===== src/rtl/mio_bus_pkg.sv =====
// Shared types and constants for the MMIO bus controller.
// Provides FSM state enum, slot indices, default decode table, counter width.
package mio_bus_pkg;

    typedef enum logic [1:0] {
        ST_IDLE,
        ST_ACCESS,
        ST_DONE
    } state_t;

    localparam int SLOT_RAM  = 0;
    localparam int SLOT_SEG7 = 1;
    localparam int SLOT_LED  = 2;
    localparam int SLOT_CNT  = 3;

    localparam int ERR_CNT_W = 8;

    // Index 0 is the rightmost element.
    localparam logic [3:0][31:0] SLOT_BASE = {
        32'hF000_0004,
        32'hF000_0000,
        32'hE000_0000,
        32'h0000_0000
    };

    localparam logic [3:0][31:0] SLOT_MASK = {
        32'hF000_0004,
        32'hF000_0004,
        32'hF000_0000,
        32'hF000_0000
    };

endpackage


===== src/rtl/mio_addr_decode.sv =====
// Combinational first-match address decoder over a base/mask table.
// Ports: addr, base/mask tables in; hit flag and lowest hitting slot index out.
module mio_addr_decode #(
    parameter int N  = 4,
    parameter int IW = 2
) (
    input  logic [31:0]        addr,
    input  logic [N-1:0][31:0] base,
    input  logic [N-1:0][31:0] mask,
    output logic               hit,
    output logic [IW-1:0]      idx
);

    // Scanning from the top down lets the lowest match overwrite the rest.
    always_comb begin
        hit = 1'b0;
        idx = '0;
        for (int i = N - 1; i >= 0; i--) begin
            if ((addr & mask[i]) == base[i]) begin
                hit = 1'b1;
                idx = IW'(i);
            end
        end
    end

endmodule


===== src/rtl/mio_bus_ctrl.sv =====
// Registered MMIO bus controller: CPU data port to N one-hot selected slots.
// Ports: clk/rst, cpu_* request/response, slv_* select/strobe/data, err_cnt.
module mio_bus_ctrl
    import mio_bus_pkg::*;
#(
    parameter int N_SLV   = 4,
    parameter int SLV_AW  = 10,
    parameter int TIMEOUT = 16,
    parameter logic [N_SLV-1:0][31:0] SLV_BASE = SLOT_BASE,
    parameter logic [N_SLV-1:0][31:0] SLV_MASK = SLOT_MASK
) (
    input  logic                   clk,
    input  logic                   rst,
    input  logic                   cpu_req,
    input  logic                   cpu_we,
    input  logic [31:0]            cpu_addr,
    input  logic [31:0]            cpu_wdata,
    output logic [31:0]            cpu_rdata,
    output logic                   cpu_rdy,
    output logic                   cpu_err,
    output logic [N_SLV-1:0]       slv_sel,
    output logic                   slv_we,
    output logic [SLV_AW-1:0]      slv_addr,
    output logic [31:0]            slv_wdata,
    input  logic [N_SLV*32-1:0]    slv_rdata,
    input  logic [N_SLV-1:0]       slv_ack,
    output logic [ERR_CNT_W-1:0]   err_cnt
);

    localparam int IW = (N_SLV > 1) ? $clog2(N_SLV) : 1;
    localparam int TW = (TIMEOUT > 0) ? $clog2(TIMEOUT + 1) : 1;
    localparam logic [TW-1:0] T_LAST = TW'(TIMEOUT - 1);

    state_t                 state_q, state_d;
    logic [TW-1:0]          timer_q, timer_d;
    logic [IW-1:0]          slot_q, slot_d;
    logic [N_SLV-1:0]       sel_q, sel_d;
    logic                   we_q, we_d;
    logic [SLV_AW-1:0]      addr_q, addr_d;
    logic [31:0]            wdata_q, wdata_d;
    logic [31:0]            rdata_q, rdata_d;
    logic                   rdy_q, rdy_d;
    logic                   err_q, err_d;
    logic [ERR_CNT_W-1:0]   cnt_q, cnt_d;

    logic                   dec_hit;
    logic [IW-1:0]          dec_idx;
    logic                   ack_hit;
    logic [31:0]            rd_sel;

    mio_addr_decode #(
        .N  (N_SLV),
        .IW (IW)
    ) u_dec (
        .addr (cpu_addr),
        .base (SLV_BASE),
        .mask (SLV_MASK),
        .hit  (dec_hit),
        .idx  (dec_idx)
    );

    assign ack_hit = slv_ack[slot_q];
    assign rd_sel  = slv_rdata[32*int'(slot_q) +: 32];

    always_ff @(posedge clk) begin
        if (rst) begin
            state_q <= ST_IDLE;
            timer_q <= '0;
            slot_q  <= '0;
            sel_q   <= '0;
            we_q    <= 1'b0;
            addr_q  <= '0;
            wdata_q <= '0;
            rdata_q <= '0;
            rdy_q   <= 1'b0;
            err_q   <= 1'b0;
            cnt_q   <= '0;
        end else begin
            state_q <= state_d;
            timer_q <= timer_d;
            slot_q  <= slot_d;
            sel_q   <= sel_d;
            we_q    <= we_d;
            addr_q  <= addr_d;
            wdata_q <= wdata_d;
            rdata_q <= rdata_d;
            rdy_q   <= rdy_d;
            err_q   <= err_d;
            cnt_q   <= cnt_d;
        end
    end

    // Every output is computed one cycle ahead so it leaves a flop.
    always_comb begin
        state_d = state_q;
        timer_d = timer_q;
        slot_d  = slot_q;
        sel_d   = sel_q;
        we_d    = we_q;
        addr_d  = addr_q;
        wdata_d = wdata_q;
        rdata_d = rdata_q;
        rdy_d   = 1'b0;
        err_d   = 1'b0;
        cnt_d   = cnt_q;

        unique case (state_q)
            ST_IDLE: begin
                if (cpu_req) begin
                    addr_d  = cpu_addr[SLV_AW+1:2];
                    wdata_d = cpu_wdata;
                    slot_d  = dec_idx;
                    if (dec_hit) begin
                        state_d = ST_ACCESS;
                        timer_d = '0;
                        sel_d   = N_SLV'(1) << dec_idx;
                        we_d    = cpu_we;
                    end else begin
                        state_d = ST_DONE;
                        rdy_d   = 1'b1;
                        err_d   = 1'b1;
                        rdata_d = '0;
                    end
                end
            end

            ST_ACCESS: begin
                timer_d = timer_q + TW'(1);
                // Ack is checked first so it wins a same-cycle timeout.
                if (ack_hit) begin
                    state_d = ST_DONE;
                    rdy_d   = 1'b1;
                    sel_d   = '0;
                    we_d    = 1'b0;
                    if (!we_q) begin
                        rdata_d = rd_sel;
                    end
                end else if (TIMEOUT != 0 && timer_q == T_LAST) begin
                    state_d = ST_DONE;
                    rdy_d   = 1'b1;
                    err_d   = 1'b1;
                    rdata_d = '0;
                    sel_d   = '0;
                    we_d    = 1'b0;
                end
            end

            ST_DONE: begin
                state_d = ST_IDLE;
                if (err_q && cnt_q != '1) begin
                    cnt_d = cnt_q + ERR_CNT_W'(1);
                end
            end

            default: begin
                state_d = ST_IDLE;
            end
        endcase
    end

    assign cpu_rdata = rdata_q;
    assign cpu_rdy   = rdy_q;
    assign cpu_err   = err_q;
    assign slv_sel   = sel_q;
    assign slv_we    = we_q;
    assign slv_addr  = addr_q;
    assign slv_wdata = wdata_q;
    assign err_cnt   = cnt_q;

endmodule


===== config.mk =====
export PLATFORM = sky130hd
export DESIGN_NAME = mio_bus_ctrl
export DESIGN_NICKNAME = d
export VERILOG_FILES = /design/src/rtl/mio_bus_pkg.sv /design/src/rtl/mio_addr_decode.sv /design/src/rtl/mio_bus_ctrl.sv
export SDC_FILE = /design/constraint.sdc
export NUM_CORES = 1
export LEC_CHECK = 0
export CAP_MARGIN = 10
export CORE_UTILIZATION = 37
export CTS_CLUSTER_SIZE = 14
export DETAILED_ROUTE_END_ITERATION = 10
export PLACE_DENSITY = 0.81
export SYNTH_ARGS = -nofsm -noshare
export SYNTH_HDL_FRONTEND = slang
export SYNTH_SLANG_ARGS = --single-unit

===== constraint.sdc =====
create_clock -name clk -period 2.7 [get_ports clk]
set_input_delay 0.54 -clock clk [delete_from_list [all_inputs] [get_ports clk]]
set_output_delay 0.54 -clock clk [all_outputs]
set_load 0.01 [all_outputs]

==> summary.md, run 1 <==
| Metric | Value |
|---|---|
| Synthesized area per cell | `9.381 µm²` |
| CTS tree | `built` |
| Cells resized by post-CTS repair | `0` |
| Run status | `finished, final reports clean` |
| Final Power | `3.455 mW` |
| Overall routing resource usage | `23.52%` |
| Start-to-end type of the worst setup path | `primary input to register` |
| Share of total power in combinational logic | `19.4%` |
| Effective utilization at floorplan | `38.27%` |
| Post-synthesis sequential area ratio | `42.50%` |
| Headroom to the max-slew limit | `~39%` |
| Worst path required time | `2.88 ns` |
| Power spent charging and discharging nets | `0.7945 mW` |
| Int Power | `2.661 mW` |
| Number of DRC markers after the initial detailed-route iteration | `308` |
| Pleak | `2.632 nW` |
| Die span in y | `113.7 µm` |
| Post-synthesis instance area | `~4600 µm²` |
| Total I/O pin count | `289` |
| Detailed Route WL | `~15 mm` |
| CP Capture Type | `register` |
| Startpoint type of the worst setup path | `primary input` |
| Tcrit/Tclk final | `90.53%` |
| Antenna-violating nets left | `0` |
| Power Dens Cells | `446.8 nW/µm²` |
| EDFF count, synth | `0` |
| Fmax | `409.1 MHz` |
| Synthesized instance count | `492` |
| Routability cong. | `0.8473` |
| Switching part of the total power | `22.99%` |
| Number of CTS-inserted buffers | `9` |
| Wire length per cell after detailed routing | `16.28 µm` |
| Clock share of power | `a little over a third` |
| Layout Skew | `0.005815 ns` |
| Number of maximum-capacitance constraint violations | `0` |
| Core Footprint | `12060 µm²` |
| Die outline area | `12930 µm²` |
| Setup-violating endpoint count in the final report | `0` |
| Share of post-route cells with drive strength above 1 | `9.115%` |
| Final number of hold-violating endpoints | `0` |
| Detail Placement HPWL | `11.24 mm` |
| Port Buf Inserts | `between 200 and 300` |
| Maximum number of pins on one net before global-route repair | `97` |
| Later-pin clock latency in the skew report | `~0.33 ns` |
| Synth cell types | `47` |
| Count of yosys warnings during synthesis | `0` |
| Clock-pin slew reported for the worst setup and hold paths after clock tree synthesis | `0.06 ns` |
| Synth-to-Final Area Change | `67.55%` |
| Global-route wire length before repair | `23.70 mm` |
| DRC errors left | `0` |
| Via count of the first global-routing pass | `about 4800` |
| Reg power frac | `44.4%` |
| Net total in the final layout | `945` |
| Clock tree root buffer cell | `sky130_fd_sc_hd__clkbuf_16` |
| Data arrival, critical path | `2.62 ns` |
| Number of nets produced by synthesis | `695` |
| Max clock buf depth | `2` |
| Cell total after placement | `898` |
| Via density per instance | `5.129` |
| Congestion Overflow GR | `0` |
| Clock sink total | `between 90 and 100` |
| Total area of sequential cells | `1963 µm²` |
| Biggest fanout along the worst timing path | `32` |
| Count of pins over their slew limit | `0` |
| Ys async rst share | `0%` |
| Ant diodes | `0` |
| Routed via count | `4688` |
| Combined area of the multi-input logic cells | `2465 µm²` |
| Dominant synthesized flop cell | `sky130_fd_sc_hd__dfxtp_1` |
| Register bit total from synthesis | `98` |
| Slew at the pin with the worst max-slew slack | `slightly above 0.9 ns` |
| Post-layout util | `64.12%` |
| Post-route non-filler standard cell count | `914` |
| Iteration count of the initial detailed-routing pass | `5` |
| Setup repair after global routing missed its margin | `no` |
| Final critical-path required period | `around 2.4 ns` |
| Peak ir drop on the vdd network | `0.3441 mV` |
| Number of standard-cell rows in the floorplan | `40` |
| Total setup buffers inserted after CTS | `0` |
| Die W | `~110 µm` |
| Number of H-tree levels | `3` |
| Number of antenna violations at the first check in global routing | `0` |
| Number of fill cells | `just under 1000` |
| Hold Crit Class | `register to register` |
| Hold buffer count at CTS | `0` |
[cell type report]
| cell class | count | area share, % |
|---|---|---|
| Multi-Input combinational cell | 348 | 31.87 |
| Clock inverter | 2 | 0.4854 |
| Sequential cell | 98 | 25.38 |
| Timing Repair Buffer | 279 | 36.01 |
| Tap cell | 168 | 2.718 |
| Clock buffer | 13 | 3.236 |
| Inverter | 6 | 0.2912 |
[power by group through the flow]
stage	Combinational (mW)	Clock [mW]	Sequential, mW
2_1_floorplan	0.235	0	1.58
4_1_cts	0.674	1.29	1.54
5_1_grt	0.722	1.35	1.54
6_report	0.669	1.25	1.53
3_5_place_dp	0.671	0	1.57
3_3_place_gp	0.656	0	1.56
[cell usage in the layout, fill, tap and decap left out, types with 7 or more instances in the layout]
cell / count
sky130_fd_sc_hd__o21ai_0: 31
sky130_fd_sc_hd__nand2b_1: 33
sky130_fd_sc_hd__clkbuf_16: 9
sky130_fd_sc_hd__dfxtp_1: 97
sky130_fd_sc_hd__nand2_1: 90
sky130_fd_sc_hd__a21oi_1: 52
sky130_fd_sc_hd__buf_4: 7
sky130_fd_sc_hd__nand3_1: 39
sky130_fd_sc_hd__nor2_1: 15
sky130_fd_sc_hd__mux4_2: 33
sky130_fd_sc_hd__clkdlybuf4s50_1: 269
[stage by stage]
stage,instance area (µm²),setup WS (ns),hold WS (ns),setup TNS (ns)
after global routing,7734,0.1272,0.4763,0
after global placement,7431,-0.03904,0.4415,-0.8616
after detailed placement,7431,-0.08352,0.4468,-1.764
final,7734,0.2556,0.4558,0
after floorplan,4616,0.6674,0.4570,0
after CTS,7719,0.2665,0.4557,0
[logic make-up (layout without fill, tap and decap cells)]
logic type	Yosys count	count (layout)	share of synthesized area, %
and+or+nand+nor	194	194	20.03
AOI/OAI and AO/OA	110	110	14.61
DFF	98	98	42.50
buffers and inverters	46	300	4.337
muxes	35	35	16.56
xor gates and xnor gates	6	6	1.139
adders and majority gates	3	3	0.8133
[flip-flops by register name, indices dropped and copies added (netlist names)]
name       flops
timer_q        5
slv_sel        4
err_cnt        8
state_q        2
cpu_err        1
cpu_rdata     32
slv_wdata     32
slv_addr      10
cpu_rdy        1
slot_q         2
slv_we         1
[metal layers]
layer  vias up  wire length, µm  track usage (%)
li1       2250                -                -
met1      2234             5889            26.31
met2       171             7643            42.07
met3        33              977            6.536
met4         0              369            9.474
met5         -                0                0
[worst max-delay path: stages]
cell	delay, ns
sky130_fd_sc_hd__clkdlybuf4s50_1	0.44
sky130_fd_sc_hd__mux4_2	0.56
sky130_fd_sc_hd__a31oi_4	0.22
sky130_fd_sc_hd__a21boi_4	0.64
sky130_fd_sc_hd__o21ai_0	0.21
[final timing paths]
check | slack, ns | depth (start not counted) | start | endpoint
max | 0.26 | 5 | slv_ack[0] | cpu_rdata[22]
min | 0.46 | 2 | slv_wdata[6] | slv_wdata[6]
max reg2reg | 0.52 | 4 | slot_q[0] | cpu_rdata[22]
min reg2reg | 0.46 | 2 | slv_wdata[6] | slv_wdata[6]
[cell usage after synthesis, types with 2 or more instances]
| cell | instances | area share, % |
|---|---|---|
| sky130_fd_sc_hd__inv_1 | 6 | 0.49 |
| sky130_fd_sc_hd__o21ai_1 | 2 | 0.22 |
| sky130_fd_sc_hd__nand2b_1 | 33 | 4.5 |
| sky130_fd_sc_hd__a2111oi_0 | 2 | 0.38 |
| sky130_fd_sc_hd__a211oi_1 | 5 | 0.81 |
| sky130_fd_sc_hd__ha_1 | 3 | 0.81 |
| sky130_fd_sc_hd__xnor2_1 | 6 | 1.1 |
| sky130_fd_sc_hd__nand3_1 | 39 | 4.2 |
| sky130_fd_sc_hd__or3b_2 | 2 | 0.38 |
| sky130_fd_sc_hd__and3_1 | 2 | 0.27 |
| sky130_fd_sc_hd__clkbuf_1 | 26 | 2.1 |
| sky130_fd_sc_hd__dfxtp_1 | 98 | 43 |
| sky130_fd_sc_hd__buf_1 | 7 | 0.57 |
| sky130_fd_sc_hd__buf_6 | 3 | 0.73 |
| sky130_fd_sc_hd__buf_2 | 4 | 0.43 |
| sky130_fd_sc_hd__a21oi_1 | 52 | 5.6 |
| sky130_fd_sc_hd__a32o_1 | 4 | 0.87 |
| sky130_fd_sc_hd__nor2_1 | 15 | 1.2 |
| sky130_fd_sc_hd__nor3_1 | 2 | 0.22 |
| sky130_fd_sc_hd__nand2_1 | 90 | 7.3 |
| sky130_fd_sc_hd__o21ai_0 | 31 | 3.4 |
| sky130_fd_sc_hd__a22oi_1 | 3 | 0.49 |
| sky130_fd_sc_hd__mux4_2 | 33 | 16 |
Note: power is estimated with default switching activity, not from simulation.
==> inputs of run 2 (changes only) <==
--- a/config.mk
+++ b/config.mk
@@ -6,6 +6,7 @@
 export NUM_CORES = 1
 export LEC_CHECK = 0
 export CAP_MARGIN = 10
+export CORE_ASPECT_RATIO = 1.1
 export CORE_UTILIZATION = 37
 export CTS_CLUSTER_SIZE = 14
 export DETAILED_ROUTE_END_ITERATION = 10
@@ -13,3 +14,4 @@
 export SYNTH_ARGS = -nofsm -noshare
 export SYNTH_HDL_FRONTEND = slang
 export SYNTH_SLANG_ARGS = --single-unit
+export TNS_END_PERCENT = 100
==> summary.md, run 2 (synthesis gave the netlist of run 1 again) <==
| Metric | Value |
|---|---|
| Total setup buffers inserted after CTS | `0 (unchanged)` |
| Pre-CTS WS | `-0.04398 ns (+0.03954 ns)` |
| Clock sink total | `98 (unchanged)` |
| Cell-by-cell listing of the critical path | `clkdlybuf4s50_1 > mux4_2 > a31oi_4 > a21boi_4 > o21ai_0` |
| Share of post-route cells with drive strength above 1 | `9.517% (+0.40 points)` |
| Number of DRC markers after the initial detailed-route iteration | `224 (-27%)` |
| Setup repair after global routing missed its margin | `no` |
| Maximum number of pins on one net before global-route repair | `50 (-48%)` |
| Number of H-tree levels | `3 (unchanged)` |
| Worst-case hold slack | `0.4538 ns (-0.001938 ns)` |
| Die W | `108.5 µm (-4.6%)` |
| Number of antenna violations at the first check in global routing | `1 (+1)` |
| CP Capture Type | `register` |
| Biggest cell delay along the critical path | `0.64 ns (about the same)` |
| Number of CTS-inserted buffers | `9 (unchanged)` |
| Run status | `finished, final reports clean` |
| Layout Skew | `0.009649 ns (+0.003834 ns)` |
| Via count of the first global-routing pass | `4885 (+1.2%)` |
| Routed via count | `4680 (-0.17%)` |
| Cells resized by post-CTS repair | `0 (unchanged)` |
| Final setup slack of the worst path | `0.2856 ns (+0.03001 ns)` |
| Iteration count of the initial detailed-routing pass | `7 (+2)` |
| Pleak | `2.656 nW (+0.90%)` |
| Tcrit/Tclk final | `89.42% (-1.1 points)` |
| Core Footprint | `12090 µm² (+0.21%)` |
| Overall routing resource usage | `23.47% (-0.042 points)` |
| Wire length per cell after detailed routing | `16.52 µm (+1.5%)` |
| Antenna-violating nets left | `0 (unchanged)` |
| Max clock buf depth | `2 (unchanged)` |
| Number of standard-cell rows in the floorplan | `42 (+5.0%)` |
| Final critical-path required period | `2.414 ns (-0.03001 ns)` |
| Die span in y | `119.1 µm (+4.8%)` |
| Start-to-end type of the worst setup path | `primary input to register` |
| Via density per instance | `5.194 (+1.3%)` |
| Total area of sequential cells | `1963 µm² (unchanged)` |
| Combined area of the multi-input logic cells | `2465 µm² (unchanged)` |
| Clock-pin slew reported for the worst setup and hold paths after clock tree synthesis | `0.06 ns (about the same)` |
| Slew at the pin with the worst max-slew slack | `1.155 ns (+0.2440 ns)` |
| Startpoint type of the worst setup path | `primary input` |
| Routability cong. | `0.8538 (+0.77%)` |
| Hold buffer count at CTS | `0 (unchanged)` |
| Detail Placement HPWL | `11.72 mm (+4.3%)` |
| Later-pin clock latency in the skew report | `0.34 ns (about the same)` |
| Setup-violating endpoint count in the final report | `0 (unchanged)` |
| Final standard cell area without fillers | `7750 µm² (+0.21%)` |
| Post-layout util | `64.12% (about the same)` |
| Fmax | `414.2 MHz (+1.2%)` |
| Die outline area | `12930 µm² (about the same)` |
| Worst path required time | `2.87 ns (about the same)` |
| Cell total after placement | `885 (-1.4%)` |
| Count of pins over their slew limit | `0 (unchanged)` |
| Synth-to-Final Area Change | `67.90%` |
| Clock tree root buffer cell | `sky130_fd_sc_hd__clkbuf_16` |
| Number of fill cells | `978 (-0.10%)` |
| Port Buf Inserts | `270 (unchanged)` |
| Total I/O pin count | `289 (unchanged)` |
| CTS tree | `built` |
| Total placed instance area | `7421 µm² (-0.13%)` |
| Data arrival, critical path | `2.59 ns (-0.03 ns)` |
| Headroom to the max-slew limit | `22.91% (-16 points)` |
| Post-route non-filler standard cell count | `901 (-1.4%)` |
| Effective utilization at floorplan | `38.19% (-0.079 points)` |
| Peak ir drop on the vdd network | `0.2671 mV (-22%)` |
| Final Power | `3.578 mW (+3.6%)` |
| Detailed Route WL | `14.89 mm (about the same)` |
| Net total in the final layout | `945 (unchanged)` |
| Crit path max-delay cell type | `sky130_fd_sc_hd__a21boi_4` |
| Power Dens Cells | `461.7 nW/µm² (+3.3%)` |
| DRC errors left | `0 (unchanged)` |
| Sum of negative setup slack | `0 ns (unchanged)` |
| Final number of hold-violating endpoints | `0 (unchanged)` |
| Biggest fanout along the worst timing path | `32 (unchanged)` |
| Number of maximum-capacitance constraint violations | `0 (unchanged)` |
| Congestion Overflow GR | `0 (unchanged)` |
| Most common library cell in the layout ignoring fill and taps | `sky130_fd_sc_hd__clkdlybuf4s50_1` |
| Highest-count cells in the layout ignoring fill and taps | `sky130_fd_sc_hd__clkdlybuf4s50_1 (269), sky130_fd_sc_hd__dfxtp_1 (97), sky130_fd_sc_hd__nand2_1 (90)` |
| Global-route wire length before repair | `23.81 mm (+0.44%)` |
| Hold Crit Class | `register to register` |
run 2: changes by cell type in the layout (fill, tap and decap cells not counted):
cell and delta:
sky130_fd_sc_hd__inv_6 +1, sky130_fd_sc_hd__clkbuf_8 +1, sky130_fd_sc_hd__buf_8 -1, sky130_fd_sc_hd__buf_4 +1, sky130_fd_sc_hd__clkinvlp_4 -1, sky130_fd_sc_hd__diode_2 +1, sky130_fd_sc_hd__bufinv_16 +1, sky130_fd_sc_hd__clkinv_2 +1
sky130_fd_sc_hd__clkbuf_1 -3
run 2: worst max-delay path: cells and delay by family:
family	cells	cell delay [ns]
multiplexers	1	0.53
buffers and inverters	1	0.42
AO/OA/AOI/OAI	3	1.08
run 2: path summary, 6_finish.rpt:
kind | startpoint | endpoint | slack [ns] | cells past startpoint
setup reg to reg | state_q[1] | cpu_rdata[18] | 0.49 | 4
setup / recovery | slv_ack[2] | cpu_rdata[23] | 0.29 | 5
hold reg to reg | slv_wdata[6] | slv_wdata[6] | 0.45 | 2
hold / removal | slv_wdata[6] | slv_wdata[6] | 0.45 | 2
run 2: cell type report:
type,count,share of cell area [%]
antenna,1,0.03229
timing repair buffer,279,35.84
tap,154,2.486
sequential,98,25.33
inverter,6,0.2906
multi-input combinational,348,31.80
clock buffer,11,3.261
clock inverter,4,0.9525
run 2: per-layer routing:
metal	track usage [%]	up-vias	wire (µm)
li1	-	2246	-
met1	24.20	2201	5254
met2	44.50	205	8148
met3	5.802	28	1046
met4	8.784	0	438
met5	0	-	0
run 2: power breakdown:
part | switching, mW | internal (mW) | leakage [nW] | total, mW
sequential | 0.0350 | 1.50 | 0.798 | 1.53
clock | 0.518 | 0.859 | 0.162 | 1.38
combinational | 0.245 | 0.421 | 1.70 | 0.666
total | 0.798 | 2.78 | 2.66 | 3.58
